[config.mk]
export PLATFORM = sky130hd
export DESIGN_NAME = rr_arb4
export DESIGN_NICKNAME = d
export VERILOG_FILES = /design/src/rtl/rr_arb4.sv
export SDC_FILE = /design/constraint.sdc
export NUM_CORES = 1
export LEC_CHECK = 0
export BUFFER_PORTS_ARGS = -buffer_cell sky130_fd_sc_hd__buf_2
export CORE_UTILIZATION = 56
export DETAILED_ROUTE_END_ITERATION = 16
export PLACE_DENSITY = 0.8
export SLEW_MARGIN = 10
export SYNTH_ARGS = -nofsm -noshare
export SYNTH_HDL_FRONTEND = slang
export SYNTH_SLANG_ARGS = --single-unit
[constraint.sdc]
create_clock -name clk -period 2.3 [get_ports clk]
set_input_delay 0.115 -clock clk [delete_from_list [all_inputs] [get_ports clk]]
set_output_delay 0.115 -clock clk [all_outputs]
set_load 0.01 [all_outputs]
[src/rtl/rr_arb4.sv]
// Four-requester round-robin arbiter with registered one-hot grant,
// hold-until-release semantics and an optional fairness timeout.
module rr_arb4 #(
    parameter int unsigned MAX_HOLD = 8
) (
    input  logic       clk,
    input  logic       rst,
    input  logic [3:0] req,
    output logic [3:0] gnt,
    output logic [1:0] gnt_idx,
    output logic       gnt_v,
    output logic       preempt
);

    typedef enum logic {
        ST_IDLE,
        ST_GRANT
    } state_t;

    localparam logic [7:0] LP_MAX_HOLD = 8'(MAX_HOLD);

    state_t     r_state;
    state_t     w_state_nxt;
    logic [1:0] r_ptr;
    logic [1:0] w_ptr_nxt;
    logic [7:0] r_hold_cnt;
    logic [7:0] w_hold_nxt;
    logic [3:0] r_gnt;
    logic [3:0] w_gnt_nxt;
    logic [1:0] r_gnt_idx;
    logic [1:0] w_idx_nxt;
    logic       r_preempt;
    logic       w_preempt_nxt;

    logic [3:0] w_others;
    logic [1:0] w_win_all;
    logic [1:0] w_win_oth;
    logic       w_timeout;
    logic [7:0] w_cnt_inc;

    // Scans ptr+1, ptr+2, ptr+3, ptr; the highest-priority hit is assigned last.
    function automatic logic [1:0] f_pick(input logic [3:0] v, input logic [1:0] ptr);
        logic [1:0] idx;
        f_pick = ptr;
        for (int unsigned i = 4; i > 0; i--) begin
            idx = ptr + 2'(i);
            if (v[idx]) begin
                f_pick = idx;
            end
        end
    endfunction

    always_comb begin
        w_others  = req & ~r_gnt;
        w_win_all = f_pick(req, r_ptr);
        w_win_oth = f_pick(w_others, r_ptr);
        w_timeout = (LP_MAX_HOLD != 8'd0) && (r_hold_cnt >= LP_MAX_HOLD) && (|w_others);
        if ((r_hold_cnt != 8'hFF) &&
            ((LP_MAX_HOLD == 8'd0) || (r_hold_cnt < LP_MAX_HOLD))) begin
            w_cnt_inc = r_hold_cnt + 8'd1;
        end else begin
            w_cnt_inc = r_hold_cnt;
        end
    end

    always_comb begin
        w_state_nxt   = r_state;
        w_ptr_nxt     = r_ptr;
        w_hold_nxt    = r_hold_cnt;
        w_gnt_nxt     = r_gnt;
        w_idx_nxt     = r_gnt_idx;
        w_preempt_nxt = 1'b0;
        case (r_state)
            ST_IDLE: begin
                if (|req) begin
                    w_gnt_nxt   = 4'b0001 << w_win_all;
                    w_idx_nxt   = w_win_all;
                    w_ptr_nxt   = w_win_all;
                    w_hold_nxt  = 8'd1;
                    w_state_nxt = ST_GRANT;
                end
            end
            ST_GRANT: begin
                if (!req[r_gnt_idx]) begin
                    if (|w_others) begin
                        w_gnt_nxt  = 4'b0001 << w_win_oth;
                        w_idx_nxt  = w_win_oth;
                        w_ptr_nxt  = w_win_oth;
                        w_hold_nxt = 8'd1;
                    end else begin
                        w_gnt_nxt   = '0;
                        w_idx_nxt   = '0;
                        w_hold_nxt  = '0;
                        w_state_nxt = ST_IDLE;
                    end
                end else if (w_timeout) begin
                    w_gnt_nxt     = 4'b0001 << w_win_oth;
                    w_idx_nxt     = w_win_oth;
                    w_ptr_nxt     = w_win_oth;
                    w_hold_nxt    = 8'd1;
                    w_preempt_nxt = 1'b1;
                end else begin
                    w_hold_nxt = w_cnt_inc;
                end
            end
        endcase
    end

    always_ff @(posedge clk or posedge rst) begin
        if (rst) begin
            r_state    <= ST_IDLE;
            r_ptr      <= 2'd3;
            r_hold_cnt <= '0;
            r_gnt      <= '0;
            r_gnt_idx  <= '0;
            r_preempt  <= 1'b0;
        end else begin
            r_state    <= w_state_nxt;
            r_ptr      <= w_ptr_nxt;
            r_hold_cnt <= w_hold_nxt;
            r_gnt      <= w_gnt_nxt;
            r_gnt_idx  <= w_idx_nxt;
            r_preempt  <= w_preempt_nxt;
        end
    end

    assign gnt     = r_gnt;
    assign gnt_idx = r_gnt_idx;
    assign gnt_v   = (r_state == ST_GRANT);
    assign preempt = r_preempt;

endmodule

* Yosys cells after proc, flatten, opt, wreduce, memory -nomap -nowiden
Index checks and enable logic that the tools add are counted.
Cells by class: eq/ne operators 5, reductions and logical operators 7, shift operators 2, div/mod/pow operators 0, magnitude comparators 6, mux-type cells 46, bitwise operators 3, multiply operators 0, add/subtract/negate cells 4
Operators with widths (number):
- two-way mux 8 bit | 4
- two-way mux 2 bit | 12
- two-way mux 4 bit | 4
- one-hot mux 8 bit (2 select lines) | 1
- binary-select mux 1 bit (select 2 bit) | 7
- two-way mux 1 bit | 14
- less-than comparator 2 x 3 -> 1 bit, second input constant | 4
- adder 8 x 1 -> 8 bit, second input constant | 1
- greater-or-equal comparator 8 x 4 -> 1 bit, second input constant | 1
- less-than comparator 8 x 4 -> 1 bit, second input constant | 1
- inequality test 8 bit, second input constant | 1
- one-hot mux 2 bit (2 select lines) | 2
- one-hot mux 4 bit (2 select lines) | 1
- OR reduction 4 bit | 2
- << shifter 1 x 2 -> 4 bit, first input constant | 2
- adder 2 bit, second input constant | 2
- AND 4 bit | 1
- inequality test 4 bit, second input constant | 1
- NOT 4 bit | 1
- AND reduction 2 bit | 2
- inequality test 3 x 1 -> 1 bit, second input constant | 1
- inequality test 3 bit, second input constant | 1
- AND reduction 3 bit | 1
- adder 2 x 1 -> 2 bit, second input constant | 1
- other kinds (4) | 5
Word-level totals: bits of input ports 6, bits in read-only memories 0, RAM bits 0, memories kept 0, word-level logic and storage cells 79, latch bits 0, output and inout bits 8, bits in registers 18

* Logic depth before layout (Yosys ltp)
Gate-level depths: netlist of run 1.
word-level depth 11, mapped depth 6, mapped depth without buffers 5

* Least setup slack after synthesis of run 1
Ideal clock, no wire load.
path kind reg-to-reg, start register r_gnt[3], in the netlist gnt[3], end register r_gnt[0], in the netlist gnt[0], arrival 1682 ps, slack 497 ps, path buffers 0, required time 2179 ps, cell stages (with the launch flop) 6, period minus slack after synthesis 1803 ps, cells stage by stage dfrtp_1 -> and2b_2 -> or4_4 -> a21oi_4 -> nor2_2 -> o22a_1
On the way: word-level cells in the longest chain between the ends 11
RTL lines:
- start: declaration | line 28 | logic [3:0] r_gnt;
- start signal: assignment | line 121 | r_gnt <= w_gnt_nxt;
- NOT 4 bit * | line 54 | w_others = req & ~r_gnt;
- AND 4 bit * | line 54
- binary-select mux 1 bit (select 2 bit) | line 47 | if (v[idx]) begin
- two-way mux 1 bit (implied by the code) | line 47
- two-way mux 2 bit (3 in series) | line 47
- << shifter 1 x 2 -> 4 bit | line 86, 97
- two-way mux 4 bit (on tied branches) | line 85, 96
- two-way mux 4 bit | line 84 | if (!req[r_gnt_idx]) begin
- one-hot mux 4 bit (2 select lines) | line 73 | case (r_state)
Mark *: on every way between the ends. The rest lies on a longest branch, timed or not. The select of a mux whose other input is x is not followed. A chain may end at the register's enable or synchronous reset.

* Worst setup path after layout of run 1
start register r_gnt_idx[0], in the netlist gnt_idx[0], end register r_gnt[2], in the netlist gnt[2]
On the way: word-level cells in the longest chain between the ends 4
RTL lines:
- start: declaration | line 30 | logic [1:0] r_gnt_idx;
- start signal: assignment | line 122 | r_gnt_idx <= w_idx_nxt;
- binary-select mux 1 bit (select 2 bit) * | line 84
- two-way mux 1 bit (implied by the code) * | line 84
- two-way mux 4 bit or inequality test 3 bit (tied branches)
- one-hot mux 4 bit (2 select lines) or AND reduction 2 bit (tied branches)
Marks and branches as above.

==> out/qor.yml, run 1 <==
finish:
  drive_gt1_share_pct: 22.14
  antenna_cells: 0
  mostFrequentLayoutCell: "dfrtp_1"
  area_growth_pct: 13.12
  nets: 149
  layout_common_cells: "dfrtp_1, o21ai_0, buf_2"
synthesis:
  netlist_area_um2: 1164
  synth_edf_count: 0
  yosysSeqAreaShare_pct: 38.92
  synth_cells: 122
  async_flop_share_pct: 100.0
  ys_ff_latch: 18
  synth_nets: 130
  ys_warn_count: 0
  synth-main-ff-cell: "dfrtp_1"
  synth_area_per_cell_um2: 9.538
  synth.distinct_cells: 44
route:
  wl_um: 2628
  ant_nets: 0
  viasPerCell: 6.246
  vias: 1043
  drtIter0Drc: 47
  drt_pass1_iterations: 4
  drc_errors: 0
  wire_per_inst_um: 15.74
timing:
  hold_slack_ns: 0.3775
  setup_viol: 0
  worst_pin_slew_ns: 0.6948
  period_minus_slack_ns: 1.952
  relSlewSlack_pct: 53.63
  rsz0062_at_grt: "no"
  skew_ns: 0.005891
  fmax_ghz: 0.5124
  maxSlewViolCount: 0
  tns_ns: 0
  hold_viol_final: 0
  timing.final.crit_share_pct: 84.85
setup_path:
  path_delay_family: "compound AO/OA/AOI/OAI gates"
  r2r-end: "gnt[2]$_DFFE_PP0P_"
  reg2reg_slack_ns: 0.35
  worstPathCellList: "mux4_1, inv_1, a21oi_1, or4b_1, a31oi_1"
  ff2ff_path_depth: 5
  rr_startpoint: "gnt_idx[0]$_DFFE_PP0P_"
  slowest_delay_ns: 0.47
  cp-start-kind: "flip-flop"
  crit_required_ns: 2.52
  cp_slowest_cell: "or4b_1"
  critPathBufInv: 1
  end_kind: "flip-flop"
  crit_fanout: 6
  arrival_ns: 2.17
  crit_type: "flip-flop to flip-flop"
min_path:
  hp-start: "req[3]"
  hold_end: "gnt_v$_DFF_PP0_"
  hold_class: "input pin to flip-flop"
  holdPathStages: 4
cts:
  clock_sinks: 18
  cts.htree.levels: 1
  post_cts_buffers: 0
  clkTransAtPathRegs_ns: 0.11
  cts_buffer_depth: 2
  cts_root_buffer: "clkbuf_4"
  worstSkewPairLatency_ns: 0.29
  numCtsBuffers: 3
  cts_tree: "done"
floorplan:
  rows: 16
  chipHeight_um: 47.59
  io_pins: 14
  core_region_area_um2: 1962
  die_w_um: 47.59
  start_util_pct: 59.31
  dieArea_um2: 2264
power_and_ir_drop:
  p_leak_nw: 0.5846
  power_density_nw_per_um2: 1265
  vdd_ir_drop_max_uv: 847.1
global_routing:
  grt_pass1_wl_um: 4284
  grt_pass1_vias: 940
  grt_max_degree: 19
  antenna_found_initial: 0
  gr-total-overflow: 0
  track_usage_pct: 27.65
job:
  maxCapViolations: 0
placement:
  dp_hpwl_um: 1992
  numPortBuffers: 13
  gp_congestion: 0.9975
outcome:
  run_status: "complete, no violations"
==> where the power goes <==
group          leakage [nW]  total (mW)  switching, mW  internal (mW)
clock network        0.0210       0.197          0.101         0.0964
registers             0.225       0.552          0.111          0.441
logic                 0.338       0.915          0.535          0.381
total                 0.585        1.67          0.747          0.918
==> synth_stat cells, types with 2 or more instances <==
master / count / area (um2)
o21ai_0: 13 / 65.06
a31oi_1: 3 / 18.77
and2_1: 2 / 12.51
nand2b_1: 2 / 12.51
o211ai_1: 4 / 30.03
a41oi_1: 3 / 26.28
nand3_1: 3 / 15.01
o22ai_1: 3 / 18.77
dfrtp_1: 16 / 400.4
clkbuf_1: 2 / 7.510
nand4_1: 2 / 12.51
dfstp_2: 2 / 52.55
nor2_1: 8 / 30.03
nand2_1: 3 / 11.26
a21oi_1: 8 / 40.04
inv_1: 8 / 30.03
and3_1: 2 / 12.51
ha_1: 2 / 25.02
and2b_2: 2 / 17.52
nor2b_1: 5 / 31.28
mux2i_1: 4 / 40.04
nor3_1: 2 / 10.01
or2b_1: 2 / 15.01
==> worst reg2reg max path, cell delays in order, from the launching register on <==
cell,delay (ns)
dfrtp_1,0.41
mux4_1,0.45
inv_1,0.08
a21oi_1,0.31
or4b_1,0.47
a31oi_1,0.16
==> through the flow <==
step                std cells  worst slack [ns]  util (%)  power [mW]  cell area [um2]
floorplan                 122            0.4972         -       1.221             1164
global placement          162            0.3930     64.73       1.445             1270
detailed placement        162            0.3917     64.73       1.460             1270
CTS                       167            0.3618     67.09       1.663             1316
global route              167            0.2434     67.09       1.807             1316
finish                    167            0.3484     67.09       1.665             1316
==> registers in the layout, indices dropped and copies added (netlist names) <==
signal / count
gnt_idx: 2
gnt_v: 1
r_ptr: 2
r_hold_cnt: 8
preempt: 1
gnt: 4
==> how the worst max path moves through the flow <==
stage / start / to / slack (ns) / depth (start not counted)
2_1_floorplan: gnt[3]$_DFFE_PP0P_ / gnt[0]$_DFFE_PP0P_ / 0.50 / 5
3_3_place_gp: gnt_idx[0]$_DFFE_PP0P_ / gnt[2]$_DFFE_PP0P_ / 0.39 / 5
3_5_place_dp: gnt_idx[0]$_DFFE_PP0P_ / gnt[0]$_DFFE_PP0P_ / 0.39 / 5
4_1_cts: gnt_idx[0]$_DFFE_PP0P_ / gnt[2]$_DFFE_PP0P_ / 0.36 / 5
5_1_grt: gnt_idx[0]$_DFFE_PP0P_ / gnt[0]$_DFFE_PP0P_ / 0.24 / 5
6_report: gnt_idx[0]$_DFFE_PP0P_ / gnt[2]$_DFFE_PP0P_ / 0.35 / 5
==> layout make-up <==
class	instances	area (um2)
fill	188	645.6
clock buffer	4	36.28
inverter	8	30.03
timing repair buffer	16	90.09
sequential	18	452.9
multi-input combinational	94	673.1
tap	27	33.78
==> timing repair <==
item                      4_1_cts  5_1_grt
resized for setup               0        0
hold buffers                    1        0
hold endpoints to repair       16        0
==> routing by layer <==
metal  global-route usage, %  vias up  share of wire, %
met4                   9.444        0              0.53
met3                   4.528        2               3.7
met1                   39.24      513                48
met5                       0        -                 0
li1                        -      502                 -
met2                   43.01       26                48
==> logic make-up (layout without fill, tap and decap cells) <==
| kind of cell | Yosys count | in the layout | share of synthesized area (%) |
|---|---|---|---|
| DFF | 18 | 18 | 38.92 |
| AOI/OAI and AO/OA | 42 | 42 | 24.41 |
| xor gates and xnor gates | 1 | 1 | 0.7528 |
| buffers and inverters | 10 | 28 | 3.226 |
| and+or+nand+nor | 43 | 43 | 23.87 |
| adders and majority gates | 2 | 2 | 2.150 |
| muxes | 6 | 6 | 6.667 |
Power figures use the tool's default switching activity.
==> run 2, diff against run 1 <==
--- a/config.mk
+++ b/config.mk
@@ -6,9 +6,9 @@
 export NUM_CORES = 1
 export LEC_CHECK = 0
 export BUFFER_PORTS_ARGS = -buffer_cell sky130_fd_sc_hd__buf_2
-export CORE_UTILIZATION = 56
+export CORE_UTILIZATION = 51
 export DETAILED_ROUTE_END_ITERATION = 16
-export PLACE_DENSITY = 0.8
+export PLACE_DENSITY = 0.77
 export SLEW_MARGIN = 10
 export SYNTH_ARGS = -nofsm -noshare
 export SYNTH_HDL_FRONTEND = slang
==> constraint.sdc (replaced) <==
create_clock -name clk -period 1.7 [get_ports clk]
set_input_delay 0.085 -clock clk [delete_from_list [all_inputs] [get_ports clk]]
set_output_delay 0.085 -clock clk [all_outputs]
set_load 0.01 [all_outputs]
==> out/qor.yml, run 2 (synthesis gave the netlist of run 1 again) <==
floorplan:
  io_pins: 14
  rows: 16
  chipHeight_um: 49.77
  core_region_area_um2: 2062
  start_util_pct: 56.43
  die_w_um: 49.77
  dieArea_um2: 2477
setup_path:
  ff2ff_path_depth: 6
  crit_required_ns: 1.92
  cp_slowest_cell: "or4_4"
  worstPathCellList: "and2b_2, or4_4, a21oi_4, nor2_4, buf_4, a31oi_1"
  crit_type: "flip-flop to flip-flop"
  crit_fanout: 4
  r2r-end: "gnt[2]$_DFFE_PP0P_"
  arrival_ns: 2.05
  slowest_delay_ns: 0.53
  end_kind: "flip-flop"
  reg2reg_slack_ns: -0.12
  rr_startpoint: "gnt[3]$_DFFE_PP0P_"
  cp-start-kind: "flip-flop"
timing:
  timing.final.crit_share_pct: 107.2
  hold_slack_ns: 0.3928
  rsz0062_at_grt: "yes"
  setup_viol: 14
  maxSlewViolCount: 0
  period_minus_slack_ns: 1.822
  tns_ns: -1.139
  relSlewSlack_pct: 50.36
  hold_viol_final: 0
  worst_pin_slew_ns: 0.7385
  skew_ns: 0.002509
  setup_slack_ns: -0.1222
  fmax_ghz: 0.5488
cts:
  worstSkewPairLatency_ns: 0.29
  cts.htree.levels: 1
  cts_root_buffer: "clkbuf_4"
  numCtsBuffers: 3
  cts_tree: "done"
  clkTransAtPathRegs_ns: 0.10
  clock_sinks: 18
  cts_buffer_depth: 2
global_routing:
  gr-total-overflow: 0
  grt_pass1_wl_um: 5520
  antenna_found_initial: 0
  grt_pass1_vias: 1132
  track_usage_pct: 30.39
  grt_max_degree: 19
finish:
  area_growth_pct: 36.34
  antenna_cells: 0
  drive_gt1_share_pct: 43.40
  final_cell_count_no_fill: 186
  fin_util_pct: 76.94
  fillers: 135
  mostFrequentLayoutCell: "buf_4"
  regArea_um2: 452.9
  layout_common_cells: "buf_4, dfrtp_1, buf_2, o21ai_0, inv_1"
  largest_reg_flops: 8
  nets: 168
  multiInputGateArea_um2: 784.5
  largest_register: "r_hold_cnt"
  fin_area_um2: 1587
route:
  viasPerCell: 6.478
  ant_nets: 0
  drc_errors: 0
  wire_per_inst_um: 19.00
  drt_pass1_iterations: 4
  drtIter0Drc: 45
  vias: 1205
  wl_um: 3534
power_and_ir_drop:
  power_density_nw_per_um2: 1802
  total_power_mw: 2.858
  p_leak_nw: 0.6959
  vdd_ir_drop_max_uv: 1130
placement:
  place_inst: 178
  place_area_um2: 1405
  gp_congestion: 0.9792
  numPortBuffers: 13
  place_ws_ns: -0.1034
  dp_hpwl_um: 2382
min_path:
  hold_class: "input pin to flip-flop"
  hp-start: "req[3]"
  hold_end: "r_ptr[0]$_DFFE_PP1P_"
  holdPathStages: 4
job:
  maxCapViolations: 0
outcome:
  failed_checks: "negative setup slack"
  run_status: "complete, but fails checks"
## run 2: changes by cell type in the layout (fill, tap and decap cells not counted), sizes merged
cell / before / now
buf: 15 / 34
## run 2: layer usage
metal  share of wire (%)  GRT usage (%)
met1                  43          40.39
met2                  47          46.62
met3                 8.4          8.951
met4                 2.2          10.95
met5                   0              0
## run 2: power by group
group          total (mW)  switching (mW)  internal, mW
combinational        1.85           0.991         0.862
sequential          0.738           0.142         0.596
clock               0.267           0.137         0.131
total                2.86            1.27          1.59
## run 2: timing repair
item,4_1_cts,5_1_grt
pin swaps,6,9
resized for setup,13,15
endpoints found under the hold margin,16,0
setup buffers,0,3
endpoints found under the setup margin,14,16
hold buffers,1,0
## run 2: worst max-delay path by stage
stage                            start                        end  slack (ns)  cells past startpoint
global placement    gnt[3]$_DFFE_PP0P_         gnt[2]$_DFFE_PP0P_       -0.07                      5
global route        gnt[3]$_DFFE_PP0P_  r_hold_cnt[7]$_DFFE_PP0P_       -0.20                      6
CTS                 gnt[3]$_DFFE_PP0P_       r_ptr[1]$_DFFE_PP1P_       -0.09                      4
detailed placement  gnt[3]$_DFFE_PP0P_         gnt[2]$_DFFE_PP0P_       -0.10                      5
floorplan           gnt[3]$_DFFE_PP0P_         gnt[0]$_DFFE_PP0P_       -0.09                      5
finish              gnt[3]$_DFFE_PP0P_         gnt[2]$_DFFE_PP0P_       -0.12                      6
## run 2: area by class of cell
type                       instances  share of cell area [%]
clock buffer                       4                   2.287
inverter                           8                   1.893
sequential                        18                   28.55
multi-input combinational         94                   49.45
tap                               27                   2.129
timing repair buffer              35                   15.69
## run 2: worst max-delay path: cells and delay by family (launching register included)
| family | cells | cell delay, ns |
|---|---|---|
| flip-flops | 1 | 0.40 |
| buffers and inverters | 1 | 0.17 |
| AND/OR/NAND/NOR | 3 | 0.87 |
| AO/OA/AOI/OAI | 2 | 0.30 |
==> run 3, diff against run 2 <==
--- a/config.mk
+++ b/config.mk
@@ -6,8 +6,10 @@
 export NUM_CORES = 1
 export LEC_CHECK = 0
 export BUFFER_PORTS_ARGS = -buffer_cell sky130_fd_sc_hd__buf_2
+export CORE_MARGIN = 1.5
 export CORE_UTILIZATION = 51
 export DETAILED_ROUTE_END_ITERATION = 16
+export MAX_ROUTING_LAYER = met4
 export PLACE_DENSITY = 0.77
 export SLEW_MARGIN = 10
 export SYNTH_ARGS = -nofsm -noshare
==> out/qor.yml, run 3 (synthesis gave the netlist of run 1 again) <==
setup_path:
  reg2reg_slack_ns: -0.20
  worstPathCellList: "and2b_2, or4_4, a22oi_2, mux2i_1"
  cp_slowest_cell: "or4_4"
  crit_required_ns: 1.94
  arrival_ns: 2.13
  slowest_delay_ns: 0.57
  end_kind: "flip-flop"
  crit_type: "flip-flop to flip-flop"
  crit_fanout: 5
  critPathBufInv: 0
  path_delay_family: "simple AND/OR/NAND/NOR gates"
  cp-start-kind: "flip-flop"
placement:
  dp_hpwl_um: 2335
  gp_congestion: 0.9864
  place_inst: 176
  place_ws_ns: -0.1862
  place_area_um2: 1384
  numPortBuffers: 13
power_and_ir_drop:
  switching_share_pct: 44.31
  power_density_nw_per_um2: 1858
  vdd_ir_drop_max_uv: 1099
  switchingPower_mw: 1.287
  p_int_mw: 1.617
  pwr-share-clk_pct: 9.7
  comb_power_share_pct: 64.8
  p_seq_share_pct: 25.5
  p_leak_nw: 0.6979
finish:
  antenna_cells: 0
  nets: 168
  largest_register: "r_hold_cnt"
  fin_area_um2: 1563
  largest_reg_flops: 8
  mostFrequentLayoutCell: "dfrtp_1"
  multiInputGateArea_um2: 744.5
  fillers: 142
  area_growth_pct: 34.30
  regArea_um2: 452.9
  drive_gt1_share_pct: 41.51
  fin_util_pct: 71.33
  layout_common_cells: "dfrtp_1, buf_4, buf_2, inv_1"
  final_cell_count_no_fill: 187
route:
  drt_pass1_iterations: 4
  vias: 1198
  drc_errors: 0
  drtIter0Drc: 49
  wl_um: 3278
  ant_nets: 0
  viasPerCell: 6.406
  wire_per_inst_um: 17.53
floorplan:
  core_region_area_um2: 2191
  rows: 17
  start_util_pct: 53.11
  chipHeight_um: 50.77
  die_w_um: 50.77
  io_pins: 14
  dieArea_um2: 2577
outcome:
  failed_checks: "negative setup slack"
  run_status: "complete, but fails checks"
global_routing:
  grt_pass1_wl_um: 5023
  grt_max_degree: 19
  gr-total-overflow: 0
  grt_pass1_vias: 1080
  track_usage_pct: 26.51
  antenna_found_initial: 0
timing:
  period_minus_slack_ns: 1.895
  hold_viol_final: 0
  fmax_ghz: 0.5276
  skew_ns: 0.01423
  relSlewSlack_pct: 53.17
  tns_ns: -2.013
  rsz0062_at_grt: "yes"
  worst_pin_slew_ns: 0.7017
  timing.final.crit_share_pct: 111.5
  setup_viol: 16
  setup_slack_ns: -0.1952
  maxSlewViolCount: 0
cts:
  clock_sinks: 18
  cts_root_buffer: "clkbuf_4"
  cts_tree: "done"
  clkTransAtPathRegs_ns: 0.12
  worstSkewPairLatency_ns: 0.31
  cts_buffer_depth: 2
  numCtsBuffers: 3
  cts.htree.levels: 1
min_path:
  hold_class: "input pin to flip-flop"
job:
  maxCapViolations: 0
## run 3: cell counts in the layout (fill, tap and decap cells not counted)
Identical to the previous run, type by type.
## run 3: power by group through the flow
stage	clock, mW	sequential [mW]	combinational (mW)
floorplan	0	0.756	0.902
global placement	0	0.721	1.50
detailed placement	0	0.734	1.54
CTS	0.281	0.728	1.62
global route	0.295	0.754	2.01
finish	0.281	0.740	1.88
## run 3: path summary, 6_finish.rpt
kind,from,endpoint,cells after the start
setup / recovery,gnt[2]$_DFFE_PP0P_,r_ptr[0]$_DFFE_PP1P_,4
hold / removal,req[1],gnt[1]$_DFFE_PP0P_,4
hold reg to reg,r_hold_cnt[7]$_DFFE_PP0P_,r_hold_cnt[7]$_DFFE_PP0P_,2
setup reg to reg,gnt[2]$_DFFE_PP0P_,r_ptr[0]$_DFFE_PP1P_,4
max in group asynchronous,rst,r_hold_cnt[2]$_DFFE_PP0P_,3
min in group asynchronous,rst,gnt[3]$_DFFE_PP0P_,3
## run 3: stage by stage
stage	power (mW)	hold WS, ns
2_1_floorplan	1.658	0.02211
3_3_place_gp	2.221	0.2291
3_5_place_dp	2.275	0.2266
4_1_cts	2.631	0.3475
5_1_grt	3.058	0.3857
6_report	2.904	0.3624
## run 3: timing repair
action / 4_1_cts / 5_1_grt
pin swaps: 4 / 4
endpoints found under the setup margin: 15 / 16
hold buffers: 1 / 0
setup buffers: 2 / 4
resized for setup: 9 / 21
endpoints found under the hold margin: 16 / 0
## run 3: cell type report
type / count / share of cell area, %
Tap cell: 28 / 2.242
Multi-Input combinational cell: 94 / 47.64
Timing Repair Buffer: 35 / 16.89
Sequential cell: 18 / 28.98
Inverter: 8 / 1.922
Clock buffer: 4 / 2.322
## run 3: tightest hold or removal path, delay by kind of cell
family	cells	cell delay, ns
AOI/OAI and AO/OA	1	0.10
buffers and inverters	1	0.15
and+or+nand+nor	2	0.29
## run 3: metal layers
metal  track usage [%]  share of wire [%]  routed length [um]  up-vias
met5                 -                  0                   0        -
li1                  -                  -                   -      535
met3             2.976                5.4                 177       12
met2             43.20                 49                1604       63
met1             34.59                 44                1432      588
met4             8.559                1.9                  63        0
